==> config.mk <==
export PLATFORM = sky130hd
export DESIGN_NAME = div_sequencer_flat
export DESIGN_NICKNAME = d
export VERILOG_FILES = /design/src/rtl/div_sequencer_if.sv /design/src/rtl/div_sequencer.sv /design/src/flat_wrapper.sv
export SDC_FILE = /design/constraint.sdc
export NUM_CORES = 1
export LEC_CHECK = 0
export BUFFER_PORTS_ARGS = -buffer_cell sky130_fd_sc_hd__buf_2
export CORE_AREA = 2 2 196 198
export CTS_CLUSTER_DIAMETER = 120
export DETAILED_ROUTE_END_ITERATION = 8
export DIE_AREA = 0 0 198 200
export GPL_TIMING_DRIVEN = 0
export HOLD_SLACK_MARGIN = 0.15
export PLACE_DENSITY = 0.5
export SYNTH_ARGS = -nofsm -noshare
export SYNTH_HDL_FRONTEND = slang
export SYNTH_SLANG_ARGS = --single-unit
==> constraint.sdc <==
create_clock -name clk -period 3.49 [get_ports clk]
set_input_delay 0.1745 -clock clk [delete_from_list [all_inputs] [get_ports clk]]
set_output_delay 0.1745 -clock clk [all_outputs]
set_load 0.01 [all_outputs]
==> src/rtl/div_sequencer_if.sv <==
// Request/response bundle between the EX-stage divide sequencer and its
// surrounding pipeline logic (hazard unit, HI/LO register).
interface div_sequencer_if #(
  parameter int WIDTH = 32
);
  logic             i_startE;
  logic             i_signedE;
  logic             i_annulE;
  logic [WIDTH-1:0] i_srcaE;
  logic [WIDTH-1:0] i_srcbE;
  logic             o_stallE;
  logic             o_busy;
  logic             o_hilo_we;
  logic [WIDTH-1:0] o_hi;
  logic [WIDTH-1:0] o_lo;

  modport master (
    output i_startE, i_signedE, i_annulE, i_srcaE, i_srcbE,
    input  o_stallE, o_busy, o_hilo_we, o_hi, o_lo
  );

  modport slave (
    input  i_startE, i_signedE, i_annulE, i_srcaE, i_srcbE,
    output o_stallE, o_busy, o_hilo_we, o_hi, o_lo
  );
endinterface

==> src/rtl/div_sequencer.sv <==
// Iterative radix-2 restoring divider for DIV/DIVU: stalls the pipeline while
// it runs, then strobes quotient (LO) and remainder (HI) out for one cycle.
module div_sequencer #(
  parameter int WIDTH = 32
) (
  input logic           clk,
  input logic           rst,
  div_sequencer_if.slave bus
);

  localparam int CW = $clog2(WIDTH) + 1;
  localparam logic [CW-1:0] LAST = CW'(WIDTH - 1);

  typedef enum logic [1:0] {IDLE, PREP, RUN, DONE} state_t;

  state_t           r_state;
  state_t           w_next;
  logic [CW-1:0]    r_cnt;
  logic [WIDTH-1:0] r_rem;
  logic [WIDTH-1:0] r_quo;
  logic [WIDTH-1:0] r_div;
  logic [WIDTH-1:0] r_rawA;
  logic [WIDTH-1:0] r_hi;
  logic [WIDTH-1:0] r_lo;
  logic             r_qNeg;
  logic             r_rNeg;
  logic             r_divZero;

  logic             w_aNeg;
  logic             w_bNeg;
  logic [WIDTH-1:0] w_absA;
  logic [WIDTH-1:0] w_absB;
  logic [WIDTH:0]   w_shift;
  logic [WIDTH:0]   w_trial;
  logic [WIDTH-1:0] w_resLo;
  logic [WIDTH-1:0] w_resHi;
  logic             w_stall;
  logic             w_we;

  assign w_aNeg  = bus.i_signedE & bus.i_srcaE[WIDTH-1];
  assign w_bNeg  = bus.i_signedE & bus.i_srcbE[WIDTH-1];
  assign w_absA  = w_aNeg ? -bus.i_srcaE : bus.i_srcaE;
  assign w_absB  = w_bNeg ? -bus.i_srcbE : bus.i_srcbE;

  // The next dividend bit enters the partial remainder; trial bit WIDTH is the borrow.
  assign w_shift = {r_rem, r_quo[WIDTH-1]};
  assign w_trial = w_shift - {1'b0, r_div};

  always_comb begin
    w_resLo = r_qNeg ? -r_quo : r_quo;
    w_resHi = r_rNeg ? -r_rem : r_rem;
    if (r_divZero) begin
      w_resLo = '1;
      w_resHi = r_rawA;
    end
  end

  always_comb begin
    w_next  = r_state;
    w_stall = 1'b0;
    w_we    = 1'b0;
    case (r_state)
      IDLE: begin
        if (bus.i_startE) begin
          w_next  = PREP;
          w_stall = 1'b1;
        end
      end
      PREP: begin
        w_stall = 1'b1;
        w_next  = (w_absB == '0) ? DONE : RUN;
      end
      RUN: begin
        w_stall = 1'b1;
        if (r_cnt == LAST) w_next = DONE;
      end
      DONE: begin
        w_we   = 1'b1;
        w_next = IDLE;
      end
      default: w_next = IDLE;
    endcase
    // A flush wins over everything, including a completing division.
    if (bus.i_annulE) begin
      w_next  = IDLE;
      w_stall = 1'b0;
      w_we    = 1'b0;
    end
  end

  always_ff @(posedge clk) begin
    if (!rst) begin
      r_state   <= IDLE;
      r_cnt     <= '0;
      r_rem     <= '0;
      r_quo     <= '0;
      r_div     <= '0;
      r_rawA    <= '0;
      r_hi      <= '0;
      r_lo      <= '0;
      r_qNeg    <= 1'b0;
      r_rNeg    <= 1'b0;
      r_divZero <= 1'b0;
    end else begin
      r_state <= w_next;
      case (r_state)
        PREP: begin
          r_quo     <= w_absA;
          r_rem     <= '0;
          r_div     <= w_absB;
          r_rawA    <= bus.i_srcaE;
          r_qNeg    <= w_aNeg ^ w_bNeg;
          r_rNeg    <= w_aNeg;
          r_divZero <= (bus.i_srcbE == '0);
          r_cnt     <= '0;
        end
        RUN: begin
          if (!w_trial[WIDTH]) begin
            r_rem <= w_trial[WIDTH-1:0];
            r_quo <= {r_quo[WIDTH-2:0], 1'b1};
          end else begin
            r_rem <= w_shift[WIDTH-1:0];
            r_quo <= {r_quo[WIDTH-2:0], 1'b0};
          end
          r_cnt <= r_cnt + 1'b1;
        end
        default: ;
      endcase
      if (w_we) begin
        r_hi <= w_resHi;
        r_lo <= w_resLo;
      end
    end
  end

  assign bus.o_stallE  = w_stall;
  assign bus.o_busy    = (r_state != IDLE);
  assign bus.o_hilo_we = w_we;
  assign bus.o_hi      = w_we ? w_resHi : r_hi;
  assign bus.o_lo      = w_we ? w_resLo : r_lo;

endmodule

==> src/flat_wrapper.sv <==
// flat-port wrapper written by rule: the top's interface ports become plain ports
module div_sequencer_flat 
#(
  parameter int WIDTH = 32
)
  (clk, rst, bus_i_startE, bus_i_signedE, bus_i_annulE, bus_i_srcaE, bus_i_srcbE, bus_o_stallE, bus_o_busy, bus_o_hilo_we, bus_o_hi, bus_o_lo);
  div_sequencer_if #(.WIDTH(WIDTH)) bus_i ();
  input logic clk;
  input logic rst;
  input wire logic [$bits(bus_i.i_startE)-1:0] bus_i_startE;
  input wire logic [$bits(bus_i.i_signedE)-1:0] bus_i_signedE;
  input wire logic [$bits(bus_i.i_annulE)-1:0] bus_i_annulE;
  input wire logic [$bits(bus_i.i_srcaE)-1:0] bus_i_srcaE;
  input wire logic [$bits(bus_i.i_srcbE)-1:0] bus_i_srcbE;
  output wire logic [$bits(bus_i.o_stallE)-1:0] bus_o_stallE;
  output wire logic [$bits(bus_i.o_busy)-1:0] bus_o_busy;
  output wire logic [$bits(bus_i.o_hilo_we)-1:0] bus_o_hilo_we;
  output wire logic [$bits(bus_i.o_hi)-1:0] bus_o_hi;
  output wire logic [$bits(bus_i.o_lo)-1:0] bus_o_lo;
  assign bus_i.i_startE = bus_i_startE;
  assign bus_i.i_signedE = bus_i_signedE;
  assign bus_i.i_annulE = bus_i_annulE;
  assign bus_i.i_srcaE = bus_i_srcaE;
  assign bus_i.i_srcbE = bus_i_srcbE;
  assign bus_o_stallE = bus_i.o_stallE;
  assign bus_o_busy = bus_i.o_busy;
  assign bus_o_hilo_we = bus_i.o_hilo_we;
  assign bus_o_hi = bus_i.o_hi;
  assign bus_o_lo = bus_i.o_lo;
  div_sequencer #(.WIDTH(WIDTH)) u_core (.clk(clk), .rst(rst), .bus(bus_i));
endmodule
Yosys cells after proc, flatten, opt, wreduce, memory -nomap -nowiden
Cells that the tools add are included.

Output and inout bits: 67. Input bits: 69. Logic and storage cells: 57. Flip-flop bits (word level): 203.

Reductions and logical operators: 8. $add $sub $neg: 6. Bitwise logic cells: 4. Multiplexer cells: 22. Eq/ne operators: 6.

Operator list (number): $mux W32 (9); $neg A32 Y32 (4); $pmux W32 S2 (2); $logic_not A32 Y1 (2); $sub A33 B32 Y33 (1); $pmux W6 S2 (1); $pmux W2 S4 (1); $add A6 B1 Y6 const B (1); $eq A6 B5 Y1 const B (1); $mux W1 (6); $eq A2 B2 Y1 const B (2); $mux W2 (2); $reduce_bool A2 Y1 (2); $reduce_or A2 Y1 (2); $and A1 B1 Y1 (2); $eq A2 B1 Y1 const B (1); $logic_not A2 Y1 (1); $ne A2 B1 Y1 const B (1); $ne A2 B2 Y1 const B (1); $pmux W1 S2 (1); $reduce_and A2 Y1 (1); $not A1 Y1 (1); $xor A1 B1 Y1 (1).

Longest topological paths before layout
Gate-level depths: netlist of the first run.

Depth after elaboration: 5. Mapped depth: 13. Depth with buffers taken out: 12.

Worst setup path after synthesis of the first run
Ideal clock, no wire load.

Kind: flip-flop to flip-flop. Start point: register u_core.r_rem[6]. End point: register u_core.r_hi[28]. Stages on the path, launching flop included: 11. Path slack: 112 ps. Path buffers: 1. Data required time: 3430 ps. Setup time: 60 ps. Clock period less this slack: 3378 ps. Data arrival time: 3318 ps. Cell sequence: dfxtp_1 -> or4_4 -> or3_4 -> or4_1 -> buf_2 -> or4_4 -> o31ai_4 -> xnor2_1 -> nor2_1 -> o31ai_1 -> and2_1.

Cells in the longest elaborated chain, start to end: 4.

Ends and longest elaborated chain: start, declared (RTL line div_sequencer.sv:19) `logic [WIDTH-1:0] r_rem;`; start signal, assigned (RTL line div_sequencer.sv:119) `r_rem <= w_trial[WIDTH-1:0];`; start signal, assigned (RTL line div_sequencer.sv:122) `r_rem <= w_shift[WIDTH-1:0];`; $neg A32 Y32 (RTL line div_sequencer.sv:51) `w_resHi = r_rNeg ? -r_rem : r_rem;`; $mux W32 (RTL line div_sequencer.sv:51); $mux W32 (RTL line div_sequencer.sv:52) `if (r_divZero) begin`; $mux W32; net bus_o_hi[28] (RTL line flat_wrapper.sv:18) `output wire logic [$bits(bus_i.o_hi)-1:0] bus_o_hi;`; end signal, assigned (RTL line div_sequencer.sv:130) `r_hi <= w_resHi;`; end, declared (RTL line div_sequencer.sv:23) `logic [WIDTH-1:0] r_hi;`.

The timed path passes the listed nets, and every way through them passes these cells. A chain may end at the register's enable or synchronous reset.

Worst setup path after layout of the first run
Start point: register u_core.r_rem[8]. End point: output port bus_o_hi[24].

Cells in the longest elaborated chain, start to end: 4.

Ends and longest elaborated chain: $neg A32 Y32 (RTL line div_sequencer.sv:51); $mux W32 (RTL line div_sequencer.sv:51); $mux W32 (RTL line div_sequencer.sv:52); $mux W32 (RTL line div_sequencer.sv:139) `assign bus.o_hi = w_we ? w_resHi : r_hi;`; end, declared (RTL line flat_wrapper.sv:18).

No other way between the ends.

==> impl_metrics.yaml, run 1 <==
status:
  status: "finished with violations"
  violations: "setup timing"
clocking:
  cts_buffers: 26
  clk_path_buf_depth: 3
  clk_pin_slew_ns: 0.06
  clk_latency_ns: 0.56
  htreeDepth: 1
  tritoncts: "built"
  cts-root-buf: "clkbuf_16"
  cts.sinks: 203
grt:
  overflow: 0
  gr-usage-all-layers_pct: 23.2
  grt_pass1_vias: 12300
  grt_pass1_wl_microns: 71400
  grt_max_degree: 14
  antenna_found_initial: 0
worst_setup_path:
  worst_setup_path_end_kind: "output port"
  critPathLaunchType: "register"
  crit_type: "reg -> out"
  cp_max_fo: 6
  critPathBufInv: 4
  required_ns: 3.32
  cpMaxStageDelayCell: "or4_4"
  cp_slowest_stage_delay_ns: 0.51
  critPathTopFamily: "simple AND/OR/NAND/NOR gates"
  crit_path_cell_trace: "or4_4 -> or3_4 -> or4_4 -> buf_4 -> buf_6 -> buf_4 -> o41ai_1 -> xor2_1 -> nor2_1 -> a21oi_2 -> o21ai_2 -> buf_2"
  crit_arrival_ns: 3.79
finish:
  fillers: 3810
  diodes: 0
  design_area_sq_um: 16400
  drive_gt1_share_pct: 15.1
  syn2layout_area_growth_pct: 27.2
  finalNetCount: 2020
yosys:
  synth_area_leaders: "dfxtp_1 31%, mux2i_1 7.7%, xnor2_1 6.0%"
  synth_seq_cells: 203
  synth_ff_type: "dfxtp_1"
  synth_top_area_cell: "dfxtp_1"
  ys_types: 65
  synth_nets: 1768
  synth-edff-count: 0
  yosysSeqAreaShare_pct: 31.5
  ys_async_sr_fraction_pct: 0
  syn-mean-instance-area_sq_um: 7.80
  yosys_warnings: 0
  synth_common_cells: "203 x dfxtp_1, 183 x nor2_1, 167 x nand2_1"
  synth_top_area_share_pct: 31.5
  synth_most_common_cell: "dfxtp_1"
  syn_inst: 1654
  syn-cell-area_sq_um: 12900
timing:
  fin_crit_sh_pct: 114
  fin_crit_ns: 3.97
  rsz0062_at_grt: "true"
  hold_slack_ns: 0.159
  setup_tns_ns: -7.32
  setup_violations: 26
  hold_viol: 0
  fin_skew_ns: 0.0252
  fmax_mhz: 252
  worst_slew_pin_slew_ns: 1.29
  slew_violations: 0
  max_slew_margin_pct: 13.2
  finalWorstSetupSlack_ns: -0.475
die:
  die_w_microns: 198
  die-area_sq_um: 39600
  initial_core_util_pct: 34.5
  dieHeight_microns: 200
  io_pins: 136
  core_sq_um: 37400
  rows: 71
routing:
  num_vias: 12700
  drc: 0
  drt-vias-per-instance: 5.23
  drtIter0Drc: 675
  wl_per_cell_microns: 19.0
  ant_nets: 0
  wirelength_microns: 46300
  dr.pass1.iters: 7
power_and_ir_drop:
  peakVddDrop_v: 0.000360
  p_comb_share_pct: 18.3
  switching_share_pct: 28.8
  total_power_mw: 6.49
  power.density_nw_per_um2: 395
  p_int_mw: 4.62
  power.leakage_nw: 6.56
  switchingPower_mw: 1.87
  p_seq_share_pct: 38.0
  clkPwrFrac_pct: 43.7
placed_design:
  gp_congestion: 0.876
  hpwl_microns: 34900
  io_buffers: 130
  place_area_sq_um: 14200
  post-place-ws_ns: -0.589
worst_hold_path:
  hp-class: "in -> reg"
job:
  maxCapViolations: 0
-- sequential cells by signal (all words and copies together) (netlist names), 2 cells and up --
name,flops
u_core.r_lo,32
u_core.r_hi,32
u_core.r_rem,32
u_core.r_rawA,32
u_core.r_quo,32
u_core.r_state,2
u_core.r_cnt,6
u_core.r_div,32
-- layout make-up --
type	instances	area (sq um)	area share [%]
Sequential cell	203	4080	24.9
Multi-Input combinational cell	1294	8640	52.6
Clock inverter	13	179	1.09
Buffer	96	374	2.28
Clock buffer	34	711	4.33
Timing Repair Buffer	226	1570	9.57
Inverter	59	221	1.35
Tap cell	511	639	3.89
-- final timing paths --
kind / from / end / slack, ns / depth (start not counted)
max: u_core.r_rem[8] / bus_o_hi[24] / -0.48 / 12
min: bus_i_srcbE[24] / u_core.r_div[24] / 0.16 / 3
max reg2reg: u_core.r_rem[8] / u_core.r_hi[24] / 0.13 / 12
min reg2reg: u_core.r_div[31] / u_core.r_div[31] / 0.46 / 2
-- per-layer routing --
metal / vias up / GRT usage [%] / part of all wire [%]
met3: 61 / 2.57 / 4.4
li1: 6321 / - / -
met2: 323 / 41.7 / 48
met5: - / 0 / 0
met1: 6027 / 29.5 / 45
met4: 0 / 5.99 / 2.5
-- what timing repair did --
item / in CTS / in global routing
hold endpoints to repair: 73 / 0
gates resized for setup: 87 / 39
endpoints found under the setup margin: 67 / 69
hold buffers: 67 / 0
setup buffers: 24 / 8
pin swaps: 50 / 38
gates cloned: 0 / 0
-- cell families after synthesis --
kind of cell,count (synthesis),synth area share (%)
compound gates,426,20.6
fa+ha+maj,45,4.42
flops,203,31.5
mux,100,7.76
xor+xnor,143,9.70
buf+inv,157,4.60
simple gates,580,21.4
-- power by group through the flow --
stage               clock network (mW)  registers (mW)  logic (mW)
finish                            2.84            2.47        1.19
global route                      2.98            2.48        1.31
CTS                               2.89            2.46        1.17
detailed placement                   0            2.52        1.04
global placement                     0            2.51        1.04
floorplan                            0            2.49       0.724
-- metrics by stage --
step | util, % | cells
4_1_cts | 43.5 | 2433
2_1_floorplan | - | 1654
3_5_place_dp | 38.0 | 2295
6_report | 43.9 | 2436
5_1_grt | 43.9 | 2436
3_3_place_gp | 38.0 | 2295
-- cell usage in the layout (no fill, tap or decap), drive strengths merged, types with 14 or more instances in the layout --
cell type	instances
buf	169
and3	15
nand2	167
mux2i	99
nor2	183
xor2	54
o31ai	27
ha	44
clkbuf	120
or3	19
a211oi	31
a21oi	102
dfxtp	203
or4	18
o22a	27
nand2b	16
a21o	14
a31oi	15
inv	58
xnor2	89
and2	69
o21ai	152
dlygate4sd3	67
nor3	29
nand3	19
-- worst register-to-register path, cell delays in order, from the launching register on --
cell and delay (ns):
dfxtp_2 0.37, or4_4 0.50, or3_4 0.35, or4_4 0.51, buf_4 0.16, buf_6 0.11
buf_4 0.13, o41ai_1 0.39, xor2_1 0.20, nor2_1 0.07, a21oi_2 0.18, o21ai_2 0.10
and2_1 0.18
Note: power is estimated with default switching activity, not from simulation.
==> run 2, diff against run 1 <==
--- a/config.mk
+++ b/config.mk
@@ -6,10 +6,10 @@
 export NUM_CORES = 1
 export LEC_CHECK = 0
 export BUFFER_PORTS_ARGS = -buffer_cell sky130_fd_sc_hd__buf_2
-export CORE_AREA = 2 2 196 198
+export CORE_AREA = 5 5 199 201
 export CTS_CLUSTER_DIAMETER = 120
 export DETAILED_ROUTE_END_ITERATION = 8
-export DIE_AREA = 0 0 198 200
+export DIE_AREA = 0 0 204 206
 export GPL_TIMING_DRIVEN = 0
 export HOLD_SLACK_MARGIN = 0.15
 export PLACE_DENSITY = 0.5
==> run 2 against run 1 <==
  * The flow still finishes with violations (setup timing)
  * Sequential power barely moved
  * Worst setup slack improved by 0.099 ns
  * Hold slack improved by 0.016 ns
  * Largest cell class unchanged
  * Die area rose by 6.1%
==> impl_metrics.yaml, run 2 (synthesis gave the netlist of run 1 again) <==
finish:
  design_area_sq_um: 16600
  postLayoutCoreUtil_pct: 44.3
  fillers: 3848
  layout_commonest_cell: "dfxtp_1"
  syn2layout_area_growth_pct: 28.4
  diodes: 0
  final_cells: 2444
  final_cell_mix: "195 x dfxtp_1, 182 x nor2_1, 160 x nand2_1"
  drive_gt1_share_pct: 15.5
  finalNetCount: 2027
die:
  die_w_microns: 204
  core_sq_um: 37400
  rows: 71
  dieHeight_microns: 206
  die-area_sq_um: 42000
  io_pins: 136
  initial_core_util_pct: 34.5
grt:
  grt_pass1_vias: 12300
  grt_max_degree: 13
  antenna_found_initial: 0
  gr-usage-all-layers_pct: 21.3
  overflow: 0
  grt_pass1_wl_microns: 71800
routing:
  dr.pass1.iters: 5
  num_vias: 12700
  wirelength_microns: 46200
  drtIter0Drc: 678
  drt-vias-per-instance: 5.22
  wl_per_cell_microns: 18.9
  ant_nets: 0
  drc: 0
clocking:
  clk_latency_ns: 0.53
  clk_pin_slew_ns: 0.06
  cts.sinks: 203
  htreeDepth: 1
  cts_buffers: 26
  cts-root-buf: "clkbuf_16"
  tritoncts: "built"
  clk_path_buf_depth: 3
timing:
  setup_violations: 24
  fin_crit_ns: 3.87
  fin_skew_ns: 0.00871
  hold_viol: 0
  rsz0062_at_grt: "true"
  slew_violations: 0
  fmax_mhz: 259
  fin_crit_sh_pct: 111
  worst_slew_pin_slew_ns: 1.23
  max_slew_margin_pct: 17.6
  finalWorstSetupSlack_ns: -0.376
worst_setup_path:
  critPathLaunchType: "register"
  crit_type: "reg -> out"
  cp_max_fo: 4
  crit_arrival_ns: 3.69
  worst_setup_path_end_kind: "output port"
  required_ns: 3.32
placed_design:
  hpwl_microns: 35200
  place_area_sq_um: 14200
  dp.cells: 2295
  gp_congestion: 0.865
  io_buffers: 130
power_and_ir_drop:
  power.leakage_nw: 6.62
  power.density_nw_per_um2: 394
  peakVddDrop_v: 0.000291
  total_power_mw: 6.53
worst_hold_path:
  hp-class: "in -> reg"
job:
  maxCapViolations: 0
status:
  status: "finished with violations"
  violations: "setup timing"
-- run 2: cell count changes in the layout (fill, tap and decap cells not counted), moves of 2 or more --
cell           delta
buf_6             +8
o21ai_0           +2
xnor2_1           +2
buf_4             +4
xnor2_4           +2
xnor2_2           -4
nand2_1           -2
clkbuf_8          +3
buf_2             -4
dlygate4sd3_1     -2
-- run 2: final timing paths --
check              startpoint               end  slack, ns  depth (start not counted)
min reg2reg  u_core.r_div[31]  u_core.r_div[31]       0.46                          2
max reg2reg   u_core.r_quo[6]   u_core.r_lo[25]       0.13                         11
max           u_core.r_quo[6]      bus_o_lo[25]      -0.38                         10
min           bus_i_srcbE[15]  u_core.r_div[15]       0.17                          3
-- run 2: through the flow --
stage / TNS [ns] / setup WS, ns / hold WS (ns)
finish: -5.40 / -0.376 / 0.175
global placement: -12.82 / -0.501 / 0.450
detailed placement: -15.03 / -0.578 / 0.456
global route: -7.97 / -0.480 / 0.186
CTS: -6.45 / -0.503 / 0.156
floorplan: 0 / 0.112 / 0.321
-- run 2: power by group --
group          switching, mW  total [mW]  internal (mW)
sequential            0.0755        2.47           2.39
clock                   1.06        2.87           1.81
combinational          0.681        1.19          0.513
total                   1.82        6.53           4.71
-- run 2: metal layers --
layer	share of wire [%]	vias to the layer above	track usage, %
met5	0	-	0
met4	2.0	0	4.38
met3	3.9	55	1.98
met2	49	278	38.2
met1	45	6057	28.2
li1	-	6359	-
-- run 2: layout make-up --
cell class | instances | area, sq um | area share, %
plain buffers | 97 | 388 | 2.34
clock buffers | 38 | 767 | 4.63
clock inverters | 10 | 150 | 0.906
inverters | 59 | 221 | 1.34
multi-input cells | 1294 | 8660 | 52.3
flip-flops and latches | 203 | 4080 | 24.6
well taps | 511 | 639 | 3.86
repair buffers | 232 | 1660 | 10.0
-- run 2: repair_timing --
item | 4_1_cts | 5_1_grt
endpoints found under the hold margin | 69 | 0
setup endpoints to repair | 64 | 58
hold buffers | 65 | 0
gates resized for setup | 88 | 53
buffers inserted | 23 | 18
pin swaps | 41 | 47
-- run 2: critical path, cell delays in order, from the launching register on --
cell	delay [ns]
dfxtp_4	0.35
or4_4	0.54
or3_4	0.41
or3_4	0.35
or4_4	0.52
o31ai_4	0.30
buf_6	0.16
nand2_2	0.05
xnor2_1	0.13
a31oi_1	0.18
buf_2	0.17
==> run 3, diff against run 2 <==
--- a/config.mk
+++ b/config.mk
@@ -12,7 +12,7 @@
 export DIE_AREA = 0 0 204 206
 export GPL_TIMING_DRIVEN = 0
 export HOLD_SLACK_MARGIN = 0.15
-export PLACE_DENSITY = 0.5
+export PLACE_DENSITY = 0.48
 export SYNTH_ARGS = -nofsm -noshare
 export SYNTH_HDL_FRONTEND = slang
 export SYNTH_SLANG_ARGS = --single-unit
==> constraint.sdc (replaced) <==
create_clock -name clk -period 3.7 [get_ports clk]
set_input_delay 0.185 -clock clk [delete_from_list [all_inputs] [get_ports clk]]
set_output_delay 0.185 -clock clk [all_outputs]
set_load 0.01 [all_outputs]
==> run 3 against run 2 <==
  * The run still ends with setup timing left
  * Utilization down 0.80 points
  * Clock power down 7.0%
  * Global-route usage up 0.30 points
  * Sequential share of layout area up 0.47 points
  * Hold slack better by 0.00086 ns
  * Critical endpoint is now bus_o_hi[28]
==> impl_metrics.yaml, run 3 (synthesis gave the netlist of run 1 again) <==
timing:
  max_slew_margin_pct: 18.6
  finalWorstSetupSlack_ns: -0.172
  hold_viol: 0
  worst_slew_pin_slew_ns: 1.21
  fmax_mhz: 258
  rsz0062_at_grt: "true"
  hold_slack_ns: 0.176
  fin_skew_ns: 0.0241
  setup_tns_ns: -0.380
  fin_crit_ns: 3.87
  fin_crit_sh_pct: 105
  setup_violations: 3
  slew_violations: 0
power_and_ir_drop:
  clkPwrFrac_pct: 43.8
  p_seq_share_pct: 38.1
  power.leakage_nw: 6.51
  switchingPower_mw: 1.74
  peakVddDrop_v: 0.000324
  total_power_mw: 6.10
  power.density_nw_per_um2: 375
  switching_share_pct: 28.5
  p_int_mw: 4.37
  p_comb_share_pct: 18.0
finish:
  postLayoutCoreUtil_pct: 43.5
  multi_input_area_sq_um: 8560
  fillers: 3898
  register_area_sq_um: 4090
  diodes: 0
  final_cells: 2430
  layout_commonest_cell: "dfxtp_1"
  design_area_sq_um: 16300
  finalNetCount: 2013
  syn2layout_area_growth_pct: 26.1
  drive_gt1_share_pct: 14.6
  final_cell_mix: "194 x dfxtp_1, 182 x nor2_1, 162 x nand2_1"
placed_design:
  hpwl_microns: 35900
  place_area_sq_um: 14200
  gp_congestion: 0.883
  io_buffers: 130
  dp.cells: 2295
  post-place-ws_ns: -0.343
clocking:
  clk_latency_ns: 0.55
  tritoncts: "built"
  clk_path_buf_depth: 3
  htreeDepth: 1
  cts_buffers: 26
  cts.sinks: 203
  cts-root-buf: "clkbuf_16"
  clk_pin_slew_ns: 0.05
worst_hold_path:
  min_to: "u_core.r_div[2]"
  worstHoldPathCells: 3
  hp-start: "bus_i_srcbE[2]"
  hp-class: "in -> reg"
worst_setup_path:
  crit_type: "reg -> out"
  crit_arrival_ns: 3.69
  rr_startpoint: "u_core.r_rem[13]"
  regToRegEndpoint: "u_core.r_rem[17]"
  reg2reg_slack_ns: 0.22
  critPathLaunchType: "register"
  worstRegToRegCells: 12
  worst_setup_path_end_kind: "output port"
  cp_max_fo: 4
  required_ns: 3.51
grt:
  grt_pass1_wl_microns: 72500
  antenna_found_initial: 1
  overflow: 0
  grt_pass1_vias: 12500
  gr-usage-all-layers_pct: 21.6
  grt_max_degree: 14
routing:
  drt-vias-per-instance: 5.22
  drtIter0Drc: 633
  ant_nets: 0
  wl_per_cell_microns: 19.0
  num_vias: 12700
  wirelength_microns: 46300
  drc: 0
  dr.pass1.iters: 5
job:
  maxCapViolations: 0
die:
  core_sq_um: 37400
  io_pins: 136
  die_w_microns: 204
  die-area_sq_um: 42000
  dieHeight_microns: 206
  initial_core_util_pct: 34.5
  rows: 71
status:
  violations: "setup timing"
  status: "finished with violations"
## run 3: cell types whose count changed in the layout (fill, tap and decap cells not counted), sizes merged
cell / previous run / this run
clkinv: 7 / 13
buf: 178 / 166
dlygate4sd3: 65 / 63
clkinvlp: 0 / 1
clkbuf: 124 / 117
## run 3: power groups by stage
stage	registers (mW)	clock network (mW)	logic, mW
floorplan	2.35	0	0.683
global placement	2.37	0	0.976
detailed placement	2.37	0	0.978
CTS	2.33	2.74	1.07
global route	2.34	2.83	1.22
finish	2.33	2.67	1.10
## run 3: area by class of cell
cell class / instances / share of cell area (%)
inverter: 59 / 1.36
clock inverter: 17 / 1.22
clock buffer: 31 / 4.36
buffer: 97 / 2.29
timing repair buffer: 218 / 9.13
sequential: 203 / 25.1
multi-input combinational: 1294 / 52.6
tap: 511 / 3.93
## run 3: worst max-delay path by stage
stage	startpoint	to	slack, ns	cells past startpoint
final	u_core.r_rem[6]	bus_o_hi[28]	-0.17	9
after global routing	u_core.r_rem[6]	bus_o_hi[30]	-0.25	9
after CTS	u_core.r_rem[7]	bus_o_hi[28]	-0.39	10
after detailed placement	u_core.r_quo[31]	u_core.r_rem[26]	-0.34	13
after global placement	u_core.r_quo[31]	u_core.r_rem[26]	-0.30	13
after floorplan	u_core.r_rem[6]	u_core.r_hi[28]	0.32	10
## run 3: repair_timing
action                                  in CTS  in global routing
pin swaps                                   28                 28
buffers inserted                            15                 11
resized for setup                           60                 40
hold buffers                                63                  0
endpoints found under the hold margin       66                  0
endpoints found under the setup margin      51                 53
## run 3: per-layer routing
metal  GRT usage (%)  share of wire [%]
met4            7.08                3.3
met3            3.15                4.3
met1            28.4                 45
met5               0              0.028
met2            36.8                 47
## run 3: critical path: stages, from the launching register on
cell,delay [ns]
dfxtp_4,0.34
or4_4,0.53
or3_4,0.35
or4_4,0.45
or4_4,0.57
o31ai_4,0.19
xnor2_1,0.15
nor2_1,0.10
o31ai_4,0.28
buf_2,0.20
